### src/rtl/store_buffer.sv
// Store path: reads len+1 words from internal SRAM and writes them to DRAM as one
// AXI INCR burst, replaying the whole burst on a non-OKAY write response.
module store_buffer #(
    parameter int MAX_RETRY = 3
) (
    input  logic        clk,
    input  logic        rst,
    input  logic        ctrl_store_vld,
    input  logic [7:0]  ctrl_store_id,
    input  logic [11:0] ctrl_store_dram_addr,
    input  logic [7:0]  ctrl_store_len,
    input  logic [2:0]  ctrl_store_size,
    input  logic [7:0]  ctrl_store_st_addr,
    input  logic [1:0]  ctrl_store_sram_type,
    output logic        ctrl_store_rdy,
    output logic        store_sram_vld,
    output logic [7:0]  store_sram_addr,
    output logic [1:0]  store_sram_type,
    input  logic [31:0] sram_store_dout,
    output logic [7:0]  store_axi_awid,
    output logic [11:0] store_axi_awaddr,
    output logic [7:0]  store_axi_awlen,
    output logic [2:0]  store_axi_awsize,
    output logic [1:0]  store_axi_awburst,
    output logic        store_axi_awvld,
    input  logic        ctrl_dram_awrdy,
    output logic [31:0] store_axi_wdata,
    output logic [3:0]  store_axi_wstrb,
    output logic        store_axi_wlast,
    output logic        store_axi_wvld,
    input  logic        ctrl_dram_wrdy,
    input  logic [7:0]  ctrl_dram_bid,
    input  logic [1:0]  ctrl_dram_bresp,
    input  logic        ctrl_dram_bvld,
    output logic        store_axi_brdy,
    output logic        lsu_store_finished,
    output logic        lsu_store_err
);

    localparam logic [7:0] MAX_RETRY_C = 8'(MAX_RETRY);

    typedef enum logic [1:0] {S_IDLE, S_ADDR, S_DATA, S_RESP} state_t;

    state_t      state_reg;
    logic [7:0]  id_reg;
    logic [11:0] dram_addr_reg;
    logic [7:0]  len_reg;
    logic [2:0]  size_reg;
    logic [7:0]  st_addr_reg;
    logic [1:0]  type_reg;
    logic [7:0]  retry_cnt_reg;
    logic [8:0]  rd_cnt_reg;
    logic [8:0]  beat_cnt_reg;
    logic        finished_reg;
    logic        err_reg;

    logic [31:0] fifo_mem_reg [0:1];
    logic        wr_ptr_reg;
    logic        rd_ptr_reg;
    logic [1:0]  fifo_count_reg;
    logic        inflight_reg;

    logic        in_stream;
    logic        w_valid;
    logic        w_last;
    logic        w_pop;
    logic        rd_issue;
    logic [2:0]  occupancy;
    logic        accept;

    assign accept    = (state_reg == S_IDLE) && ctrl_store_vld;
    assign in_stream = (state_reg == S_ADDR) || (state_reg == S_DATA);
    assign w_valid   = (state_reg == S_DATA) && (fifo_count_reg != 2'd0);
    assign w_last    = w_valid && (beat_cnt_reg == {1'b0, len_reg});
    assign w_pop     = w_valid && ctrl_dram_wrdy;

    // Occupancy credits this cycle's pop so a 2-entry FIFO sustains one beat per cycle
    // without ever overflowing.
    assign occupancy = {1'b0, fifo_count_reg} + {2'b00, inflight_reg} - {2'b00, w_pop};
    assign rd_issue  = in_stream && (rd_cnt_reg <= {1'b0, len_reg}) && (occupancy < 3'd2);

    assign ctrl_store_rdy     = (state_reg == S_IDLE);
    assign store_sram_vld     = rd_issue;
    assign store_sram_addr    = st_addr_reg + rd_cnt_reg[7:0];
    assign store_sram_type    = type_reg;
    assign store_axi_awid     = id_reg;
    assign store_axi_awaddr   = dram_addr_reg;
    assign store_axi_awlen    = len_reg;
    assign store_axi_awsize   = size_reg;
    assign store_axi_awburst  = 2'b01;
    assign store_axi_awvld    = (state_reg == S_ADDR);
    assign store_axi_wdata    = fifo_mem_reg[rd_ptr_reg];
    assign store_axi_wstrb    = 4'hF;
    assign store_axi_wlast    = w_last;
    assign store_axi_wvld     = w_valid;
    assign store_axi_brdy     = (state_reg == S_RESP);
    assign lsu_store_finished = finished_reg;
    assign lsu_store_err      = err_reg;

    always_ff @(posedge clk or posedge rst) begin
        if (rst) begin
            state_reg     <= S_IDLE;
            id_reg        <= '0;
            dram_addr_reg <= '0;
            len_reg       <= '0;
            size_reg      <= '0;
            st_addr_reg   <= '0;
            type_reg      <= '0;
            retry_cnt_reg <= '0;
            rd_cnt_reg    <= '0;
            beat_cnt_reg  <= '0;
            finished_reg  <= 1'b0;
            err_reg       <= 1'b0;
        end else begin
            finished_reg <= 1'b0;
            err_reg      <= 1'b0;
            if (rd_issue) begin
                rd_cnt_reg <= rd_cnt_reg + 9'd1;
            end
            if (w_pop) begin
                beat_cnt_reg <= beat_cnt_reg + 9'd1;
            end
            case (state_reg)
                S_IDLE: begin
                    if (ctrl_store_vld) begin
                        id_reg        <= ctrl_store_id;
                        dram_addr_reg <= ctrl_store_dram_addr;
                        len_reg       <= ctrl_store_len;
                        size_reg      <= ctrl_store_size;
                        st_addr_reg   <= ctrl_store_st_addr;
                        type_reg      <= ctrl_store_sram_type;
                        retry_cnt_reg <= '0;
                        rd_cnt_reg    <= '0;
                        beat_cnt_reg  <= '0;
                        state_reg     <= S_ADDR;
                    end
                end
                S_ADDR: begin
                    if (ctrl_dram_awrdy) begin
                        state_reg <= S_DATA;
                    end
                end
                S_DATA: begin
                    if (w_pop && w_last) begin
                        state_reg <= S_RESP;
                    end
                end
                S_RESP: begin
                    // Responses carrying a foreign ID are consumed and dropped.
                    if (ctrl_dram_bvld && (ctrl_dram_bid == id_reg)) begin
                        if (ctrl_dram_bresp == 2'b00) begin
                            finished_reg <= 1'b1;
                            state_reg    <= S_IDLE;
                        end else if (retry_cnt_reg < MAX_RETRY_C) begin
                            retry_cnt_reg <= retry_cnt_reg + 8'd1;
                            rd_cnt_reg    <= '0;
                            beat_cnt_reg  <= '0;
                            state_reg     <= S_ADDR;
                        end else begin
                            finished_reg <= 1'b1;
                            err_reg      <= 1'b1;
                            state_reg    <= S_IDLE;
                        end
                    end
                end
                default: state_reg <= S_IDLE;
            endcase
        end
    end

    always_ff @(posedge clk or posedge rst) begin
        if (rst) begin
            for (int i = 0; i < 2; i++) begin
                fifo_mem_reg[i] <= '0;
            end
            wr_ptr_reg     <= 1'b0;
            rd_ptr_reg     <= 1'b0;
            fifo_count_reg <= '0;
            inflight_reg   <= 1'b0;
        end else begin
            inflight_reg <= rd_issue;
            if (accept) begin
                wr_ptr_reg     <= 1'b0;
                rd_ptr_reg     <= 1'b0;
                fifo_count_reg <= '0;
            end else begin
                // SRAM data is valid the cycle after the read strobe.
                if (inflight_reg) begin
                    fifo_mem_reg[wr_ptr_reg] <= sram_store_dout;
                    wr_ptr_reg               <= ~wr_ptr_reg;
                end
                if (w_pop) begin
                    rd_ptr_reg <= ~rd_ptr_reg;
                end
                fifo_count_reg <= fifo_count_reg + {1'b0, inflight_reg} - {1'b0, w_pop};
            end
        end
    end

endmodule
### config.mk
export PLATFORM = sky130hd
export DESIGN_NAME = store_buffer
export DESIGN_NICKNAME = d
export VERILOG_FILES = /design/src/rtl/store_buffer.sv
export SDC_FILE = /design/constraint.sdc
export NUM_CORES = 1
export LEC_CHECK = 0
export ABC_AREA = 1
export ABC_CLOCK_PERIOD_IN_PS = 5880
export CAP_MARGIN = 25
export CORE_UTILIZATION = 50
export CTS_CLUSTER_SIZE = 28
export DETAILED_ROUTE_END_ITERATION = 10
export HOLD_SLACK_MARGIN = 0.03
export PLACE_DENSITY = 0.81
export SYNTH_ARGS = -nofsm -noshare
export SYNTH_HDL_FRONTEND = slang
export SYNTH_SLANG_ARGS = --single-unit
### constraint.sdc
create_clock -name clk -period 5.88 [get_ports clk]
set_input_delay 0.882 -clock clk [delete_from_list [all_inputs] [get_ports clk]]
set_output_delay 0.882 -clock clk [all_outputs]
set_load 0.02 [all_outputs]
## Yosys cells after proc, flatten, opt, wreduce, memory -nomap -nowiden

Cells that the tools add are included.

| word-level totals | value |
|---|---|
| register bits | 140 |
| output and inout port bits | 87 |
| logic and storage cells | 110 |

| operators by class | value |
|---|---|
| add/subtract/negate cells | 8 |
| order comparisons | 6 |
| equality and inequality tests | 11 |
| muxes and demuxes | 42 |
| bitwise logic cells | 5 |
| reductions and logical operators | 20 |

Operators by type and width:

| operator | count |
|---|---|
| 2-to-1 mux 32 bit | 4 |
| 2-to-1 mux 9 bit | 10 |
| bitwise mux 64 bit | 1 |
| one-hot mux 9 bit (2 select lines) | 2 |
| demux 32 bit (select 1 bit) | 1 |
| 2-to-1 mux 8 bit | 4 |
| adder 9 x 1 -> 9 bit (second input constant) | 2 |
| one-hot mux 8 bit (2 select lines) | 1 |
| 2-to-1 mux 1 bit | 13 |
| 2-to-1 mux 2 bit | 5 |
| equality test 9 x 8 -> 1 bit | 1 |
| <= comparator 9 x 8 -> 1 bit | 1 |
| logical AND 1 bit | 9 |
| adder 8 x 1 -> 8 bit (second input constant) | 1 |
| adder 8 bit | 1 |
| equality test 8 bit | 1 |
| < comparator 8 x 2 -> 1 bit (second input constant) | 1 |
| != test 2 x 1 -> 1 bit (second input constant) | 4 |
| one-hot mux 2 bit (4 select lines) | 1 |
| nonzero test 2 bit | 4 |
| AND reduction 5 bit | 1 |
| equality test 2 bit (second input constant) | 2 |
| greater-or-equal comparator 2 bit (second input constant) | 2 |
| logical NOT 2 bit | 2 |
| 13 further kinds | 18 |

## Longest topological paths before layout

| logic depth | value |
|---|---|
| depth in word-level cells | 11 |
| depth in mapped cells | 15 |
| mapped depth without buffers | 15 |

## Least setup slack after synthesis

OpenSTA, ideal clock, no wires.

| timing | value |
|---|---|
| kind | input to output |
| start point | in ctrl_dram_wrdy |
| end point | out store_sram_vld |
| arrival | 2.651 ns |
| data required time | 4.998 ns |
| slack | 2.347 ns |
| stages | 11 |
| cell sequence | inv_2 -> nor2_4 -> ha_1 -> inv_1 -> ha_1 -> inv_1 -> fa_1 -> nand2_1 -> nor3_4 -> nand2_4 -> inv_2 |

| on the way | value |
|---|---|
| cells in the longest elaborated chain, start to end | 4 |

RTL lines:

| what | RTL line | text |
|---|---|---|
| from (decl) | 31 | `input logic ctrl_dram_wrdy,` |
| logical AND 1 bit | 75 | `assign w_pop = w_valid && ctrl_dram_wrdy;` |
| subtractor 3 x 1 -> 3 bit | 79 | `assign occupancy = {1'b0, fifo_count_reg} + {2'b00, inflight_reg} - {2'b00, w_pop};` |
| < comparator 3 x 2 -> 1 bit | 80 | `assign rd_issue = in_stream && (rd_cnt_reg <= {1'b0, len_reg}) && (occupancy < 3'd2);` |
| logical AND 1 bit | 80 |  |
| to (decl) | 16 | `output logic store_sram_vld,` |

No other way between the ends.

## Worst setup path in the final report

Same ends and word-level chain as after synthesis.

==> run_results.csv <==
group,metric,value,unit
yosys,synth.area.top_cells,"dfrtp_1 51%, nand2_1 18%, o21ai_0 5.6%",
yosys,synth-warning-count,0,
yosys,synth_top_area_cell,"dfrtp_1",
finish,fin_cells,1216,
finish,diodes,0,
clock_network,cts_max_path_buffers,2,
route,post_drt_wl_per_cell,13.7,um
clock_network,cts_max_level,4,
global_route,grt_pass1_wl,28.1,mm
die,die_x,120,um
worst_setup_path,end_kind,"primary output",
finish,area_growth,35.6,%
power_and_ir_drop,finalPower,5.11,mW
die,rows,42,
sta,max_freq,206,MHz
run,cap_violations,0,
clock_network,path_clk_slew,0.05,ns
route,drt-total-wl,16.6,mm
sta,grt_setup_unrepaired,"no",
die,die_area,14300,um2
global_route,grt_pass1_vias,5939,
sta,finalClockSkew,0.00755,ns
die,design.core.area,13400,um2
sta,worst_slew_pin_slew,0.761,ns
yosys,netlist.area_leader.share,0.505,
finish,final_area,9400,um2
clock_network,cts_buffers,17,
clock_network,tritoncts,"built",
global_route,grt_overflow,0,
power_and_ir_drop,powerDensity,544,nW/um2
finish,nets,1143,
route,via_per_inst,4.96,
yosys,yosysSeqAreaShare,0.505,
die,die-height,120,um
global_route,grt_usage,0.250,
clock_network,worstSkewPairLatency,0.42,ns
route,drc,0,
sta,final.period_utilization,0.826,
route,first_pass_iters,5,
yosys,async_flop_share,1.00,
yosys,netlist_instances,866,
yosys,syn_area_per_cell,8.01,um2
die,pin_count,176,
worst_setup_path,criticalPathCategory,"primary input to primary output",
placed_design,dpl.cell_count,1184,
worst_setup_path,path_cells,"clkdlybuf4s50_1 -> inv_2 -> nor2_4 -> ha_1 -> inv_1 -> ha_1 -> inv_1 -> fa_1 -> nand2_1 -> nor3_4 -> nand2_4 -> inv_2 -> clkdlybuf4s50_1",
die,initial_utilization,0.517,
worst_setup_path,max_stage_delay,0.61,ns
clock_network,clock-sinks,140,
yosys,ys_ff_latch,140,
sta,maxSlewHeadroom,0.493,
yosys,yosys_most_used_dff,"dfrtp_1",
sta,hold_viol,0,
finish,largest_reg_flops,64,
placed_design,port_buffers,169,
clock_network,holdBufCountCts,0,
worst_setup_path,worst-path-max-fanout,9,
power_and_ir_drop,ir_worst_vdd,0.000413,V
global_route,grt_start_max_net_pins,88,
power_and_ir_drop,p_leak,4.72,nW
yosys,synth_edf_count,0,
worst_setup_path,crit_path_top_delay_cell,"clkdlybuf4s50_1",
clock_network,cts_resized,0,
sta,setup_viol,0,
sta,fin_tns_setup,0,ns
outcome,status,"finished clean",
placed_design,place.gp.congestion,0.811,
sta,hold_slack,0.473,ns
worst_setup_path,cp-start-kind,"primary input",
global_route,antenna_found_initial,0,
route,dr_total_vias,6036,
route,ant_nets,0,
sta,final_max_slew_viol_count,0,
worst_setup_path,cp.required,5.00,ns
placed_design,placed_area,8740,um2
yosys,syn_area,6930,um2
worst_setup_path,cp.arrival,3.97,ns
clock_network,postCtsSetupBuffers,0,
placed_design,dp_hpwl,11.5,mm
clock_network,cts-root-buf,"clkbuf_16",
sta,period_minus_slack,4.85,ns
route,drtIter0Drc,479,
yosys,synth_cell_types,41,
hold_path,holdCritPathClass,"flip-flop to flip-flop",
finish,drive_gt1_frac,0.0635,
power by group:
part	switching (mW)	internal (mW)
Clock	0.390	0.744
Sequential	0.240	1.34
Combinational	1.39	1.01
Total	2.02	3.09
worst paths after layout:
path / slack (ns) / to / start / depth (start not counted)
min: 0.47 / store_axi_awaddr[4] / store_axi_awaddr[4] / 2
max reg2reg: 2.87 / rd_cnt_reg[5] / state_reg[0] / 15
min reg2reg: 0.47 / store_axi_awaddr[4] / store_axi_awaddr[4] / 2
min in group asynchronous: 0.97 / store_axi_awsize[2] / rst / 2
max in group asynchronous: 3.73 / store_axi_awsize[0] / rst / 3
max: 1.03 / store_sram_vld / ctrl_dram_wrdy / 13
critical path: cells and delay by family:
family        cells  cell delay [ns]
simple gates      4             0.80
fa+ha+maj         3             0.91
buf+inv           6             1.37
final cells by class:
class	count	area, um2
sequential	140	3500
timing repair buffer	176	1780
multi-input combinational	589	2870
fill	1095	4000
clock buffer	26	529
inverter	104	395
tap	176	220
clock inverter	5	103
cells in the mapped netlist (2+ instances only):
cell type / number
a21oi_1: 15
buf_2: 8
buf_4: 6
buf_6: 2
clkbuf_1: 20
conb_1: 2
dfrtp_1: 140
fa_1: 2
ha_1: 24
inv_1: 91
inv_2: 13
nand2_1: 325
nand2_2: 2
nand2_4: 2
nand3_1: 17
nand3b_1: 3
nand4_1: 12
nor2_1: 48
nor2_2: 4
nor2_4: 2
nor3_1: 2
nor3b_1: 2
o211ai_1: 3
o21ai_0: 78
o21ai_1: 11
o22ai_1: 3
or2_1: 3
xnor2_1: 4
xor2_1: 10
per-layer routing:
layer | up-vias | share of wire | global-route usage
met1 | 2824 | 0.45 | 0.323
met3 | 26 | 0.049 | 0.0528
li1 | 3016 | - | -
met2 | 170 | 0.48 | 0.413
met5 | - | 0 | 0
met4 | 0 | 0.020 | 0.0969
logic make-up (layout without fill, tap and decap cells):
family	Yosys count	in the layout	share of synthesized area
flops	140	140	0.505
xor+xnor	14	14	0.0177
mux	1	1	0.00144
other cells	2	6	0.00108
compound gates	114	114	0.0859
simple gates	428	428	0.256
fa+ha+maj	26	26	0.0491
buf+inv	141	311	0.0832
layout by cell type (no fill, tap or decap), types with 3 or more instances in the layout:
cell type and instances:
a21oi_1 15, buf_4 5, bufinv_16 3, clkbuf_16 17, clkbuf_8 7, clkdlybuf4s50_1 169
conb_1 6, dfrtp_1 140, ha_1 24, inv_1 90, inv_2 13, nand2_1 325
nand3_1 16, nand3b_1 3, nand4_1 12, nor2_1 48, nor2_2 4, o211ai_1 3
o21ai_0 78, o21ai_1 11, o22ai_1 3, or2_1 3, xnor2_1 4, xor2_1 10
through the flow:
step | setup WS [ns] | utilization
floorplan | 1.25 | -
global placement | 1.12 | 0.651
detailed placement | 1.03 | 0.652
CTS | 1.02 | 0.700
global route | 0.866 | 0.702
finish | 1.03 | 0.702
Power figures use the tool's default switching activity.
==> edit 1: new RTL, same settings <==
Encoding of `state_t`: now one-hot (4 bits for 4 states).
--- a/src/rtl/store_buffer.sv
+++ b/src/rtl/store_buffer.sv
@@ -39,7 +39,7 @@
 
     localparam logic [7:0] MAX_RETRY_C = 8'(MAX_RETRY);
 
-    typedef enum logic [1:0] {S_IDLE, S_ADDR, S_DATA, S_RESP} state_t;
+    typedef enum logic [3:0] {S_IDLE = 4'b0001, S_ADDR = 4'b0010, S_DATA = 4'b0100, S_RESP = 4'b1000} state_t;
 
     state_t      state_reg;
     logic [7:0]  id_reg;
Function: no difference found for any inputs over 4 cycles, from zero or initial values and one cycle with rst high; so few cycles prove little.
==> edit 1 against the original RTL <==
  * Global-route usage decreased by 0.89 points
  * Design area increased by 1.4%
  * Cell count increased by 3.5%
  * Power decreased by 3.4%
  * Sequential cell count increased by 2
  * Sequential share of layout area about the same
  * Wire length decreased by 0.94%
  * Worst setup slack got worse by 0.011 ns
  * Area after synthesis increased by 3.3%
  * First-iteration DRC count decreased by 16%
  * Die area increased by 3.2%
  * Highest routed layer unchanged
==> edit 1: results (changes against the original RTL) <==
outcome -> completed
CP max FO -> 11 (+2)
Worst Path Arrival -> 3.98 ns (about the same)
Unique masters post-synth -> 40 (-2.4%)
Placement Setup Slack -> 1.02 ns (-0.00594 ns)
vias -> 6,136 (+1.7%)
number of port buffers -> 169 (unchanged)
number of fill cells in the layout -> 1,127 (+2.9%)
Cells after DPL -> 1,224 (+3.4%)
launch point of the worst hold path -> retry_cnt_reg[6]
Worst VDD drop -> 0.466 mV (+13%)
Synth top cells by count -> nand2_1 (346), dfrtp_1 (141), inv_1 (119)
vias in the first global route -> 5,913 (-0.44%)
Max stage delay on crit path -> 0.63 ns (+0.02 ns)
hold crit path type -> flip-flop to flip-flop
H-tree depth -> 4 (unchanged)
global-route wire length before repair -> 27,800 um (-1.1%)
Psw -> 1.98 mW (-2.1%)
GPL Wtd Cong -> 0.837 (+3.2%)
Tightest Pin Transition -> 0.809 ns (+0.0481 ns)
DP Area -> 0.00892 mm2 (+2.0%)
top_reg_cell synth -> dfrtp_1
crit path from -> ctrl_dram_wrdy
RR Endpoint -> rd_cnt_reg[2]
violation count after the first detailed-route iteration -> 403 (-16%)
Max Clock Freq -> 206 MHz (-0.22%)
Routed WL per cell -> 13.1 um (-4.2%)
Fin Hold WS -> 0.472 ns (-0.000672 ns)
flop2flop setup slack -> 2.91 ns (+0.04 ns)
total routed wirelength -> 16,500 um (-0.94%)
post-DP HPWL -> 11,300 um (-1.8%)
largest net degree at the start of global routing -> 112 (+27%)
Critical R2R Launch -> state_reg[1]
Total GRT Usage -> 0.241 (-0.00886)
layout cells sized above 1 -> 0.0631 (-0.000382)
Initial DRT Pass Iterations -> 4 (-1)
hold path endpoint -> retry_cnt_reg[6]
synthesized area per cell -> 7.93 um2 (-0.97%)
largest cells by area after synthesis -> dfrtp_1 (49%), nand2_1 (18%), inv_1 (6.2%), o21ai_0 (5.5%), ha_1 (3.5%)
Post-Route Skew -> 0.00599 ns (-0.00156 ns)
Static Leak -> 4.96 nW (+5.0%)
post-synthesis sequential area ratio -> 0.496 (-0.00881)
-- edit 1: cells by family after synthesis --
kind of cell | after synthesis | synth area share
AOI/OAI and AO/OA | 103 | 0.0748
xor gates and xnor gates | 21 | 0.0257
adders and majority gates | 22 | 0.0405
buffers and inverters | 158 | 0.0952
DFF | 142 | 0.496
other | 2 | 0.00105
and+or+nand+nor | 455 | 0.266
-- edit 1: worst max-delay path by stage --
stage	end	cells after the start
global placement	store_sram_vld	15
CTS	store_sram_vld	15
detailed placement	store_sram_vld	15
floorplan	beat_cnt_reg[0]	1
finish	store_sram_vld	15
global route	store_sram_vld	15
-- edit 1: area by class of cell --
class / count / area, um2 / area share
multi-input combinational: 607 / 2940 / 0.308
clock inverter: 13 / 141 / 0.0148
inverter: 121 / 459 / 0.0482
timing repair buffer: 176 / 1780 / 0.187
tap: 180 / 225 / 0.0236
sequential: 142 / 3550 / 0.373
clock buffer: 19 / 433 / 0.0454
-- edit 1: power by group through the flow --
| stage | clock [mW] | combinational, mW | sequential [mW] |
|---|---|---|---|
| after floorplan | 0 | 1.34 | 1.69 |
| after global placement | 0 | 2.25 | 1.59 |
| after detailed placement | 0 | 2.31 | 1.60 |
| after CTS | 1.05 | 2.32 | 1.59 |
| after global routing | 1.09 | 2.58 | 1.64 |
| final | 1.04 | 2.31 | 1.59 |
-- edit 1: layer usage --
metal / track usage / vias up / wire (um)
met1: 0.317 / 2852 / 7250
met2: 0.384 / 165 / 7820
li1: - / 3093 / -
met5: 0 / - / 0
met3: 0.0590 / 26 / 1010
met4: 0.0957 / 0 / 376
==> edit 2: new RTL, same settings <==
Made on the original files. Put one more register stage on the output `lsu_store_err`, without a reset. The value now appears one clock later. The other outputs are not delayed to match.
--- a/src/rtl/store_buffer.sv
+++ b/src/rtl/store_buffer.sv
@@ -95,7 +95,9 @@
     assign store_axi_wvld     = w_valid;
     assign store_axi_brdy     = (state_reg == S_RESP);
     assign lsu_store_finished = finished_reg;
-    assign lsu_store_err      = err_reg;
+    always_ff @(posedge clk) begin
+        lsu_store_err <= err_reg;
+    end
 
     always_ff @(posedge clk or posedge rst) begin
         if (rst) begin
Check against the original RTL: no difference found for any inputs over 4 cycles, from zero or initial values and one cycle with rst high; that may be too few to reach the edited logic, so the function may still have changed.
==> edit 2 against the original RTL <==
  * Sequential cell count rose by 1
  * Design area fell by 0.32%
  * Power fell by 1.0%
  * Worst setup slack got worse by 0.14 ns
  * Area after synthesis rose by 0.16%
  * Wire length fell by 2.8%
  * Cell count barely moved
  * Via count fell by 2.2%
  * Largest cell class unchanged
  * Highest routed layer unchanged
==> edit 2: results (changes against the original RTL) <==
total routed wirelength -> 16,100 um (-2.8%)
Synth async-reset ratio -> 0.993 (-0.00709)
vias in the first global route -> 5,731 (-3.5%)
M1 GR Usage -> 0.313 (-0.00995)
FF+latch count, synth -> 141 (+0.71%)
footprint of the multi-input gates -> 0.00285 mm2 (-0.87%)
Max stage delay on crit path -> 0.65 ns (+0.04 ns)
Total GRT Usage -> 0.242 (-0.00787)
GPL Wtd Cong -> 0.839 (+3.5%)
sequential cell area share -> 0.376 (+0.00333)
met3 Usage GRT -> 0.0689 (+0.0162)
outcome -> completed
Unique masters post-synth -> 38 (-7.3%)
clock-cell share of area -> 0.0640 (-0.00326)
post-DP HPWL -> 10,900 um (-5.5%)
Placement Setup Slack -> 0.894 ns (-0.137 ns)
multi-input gates -> 588 (-0.17%)
largest cells by area after synthesis -> dfrtp_1 (50%), nand2_1 (18%), o21ai_0 (6.2%), inv_1 (5.6%), ha_1 (4.3%)
Tightest Pin Transition -> 0.783 ns (+0.0221 ns)
CP max FO -> 11 (+2)
launch point of the worst hold path -> err_reg
fraction of cell area in non-clock buffers -> 0.190 (+0.00141)
number of fill cells in the layout -> 1,057 (-3.5%)
Worst Path Arrival -> 4.11 ns (+0.14 ns)
global-route wire length before repair -> 27,200 um (-3.3%)
Worst VDD drop -> 0.302 mV (-27%)
-- edit 2: through the flow --
stage               hold slack (ns)  instances
floorplan                     0.324        872
global placement              0.330       1183
detailed placement            0.328       1185
CTS                           0.348       1217
global route                  0.355       1217
finish                        0.348       1217
-- edit 2: logic make-up (layout without fill, tap and decap cells) --
| family | count (synthesis) | count (layout) | share of synthesized area |
|---|---|---|---|
| simple gates | 424 | 424 | 0.248 |
| fa+ha+maj | 26 | 26 | 0.0490 |
| flops | 141 | 141 | 0.507 |
| xor+xnor | 13 | 13 | 0.0164 |
| other cells | 2 | 6 | 0.00108 |
| mux | 2 | 2 | 0.00288 |
| buf+inv | 143 | 312 | 0.0854 |
| compound gates | 117 | 117 | 0.0895 |
-- edit 2: layer usage --
layer / vias to the layer above / share of wire
li1: 2997 / -
met1: 2696 / 0.45
met2: 196 / 0.47
met3: 17 / 0.070
met4: 0 / 0.016
met5: - / 0
-- edit 2: path summary, 6_finish.rpt --
| path | slack, ns | cells after the start | endpoint |
|---|---|---|---|
| worst max-delay path | 0.89 | 14 | store_sram_vld |
| worst min-delay path | 0.35 | 0 | lsu_store_err |
| worst max register to register | 2.75 | 16 | rd_cnt_reg[2] |
| worst min register to register | 0.35 | 0 | lsu_store_err |
| max in group asynchronous | 3.72 | 3 | fifo_mem_reg[23] |
| min in group asynchronous | 1.00 | 2 | fifo_mem_reg[2] |
-- edit 2: power by group --
| part | internal [mW] | switching, mW |
|---|---|---|
| Sequential | 1.35 | 0.231 |
| Combinational | 1.01 | 1.39 |
| Clock | 0.689 | 0.388 |
| Total | 3.05 | 2.01 |
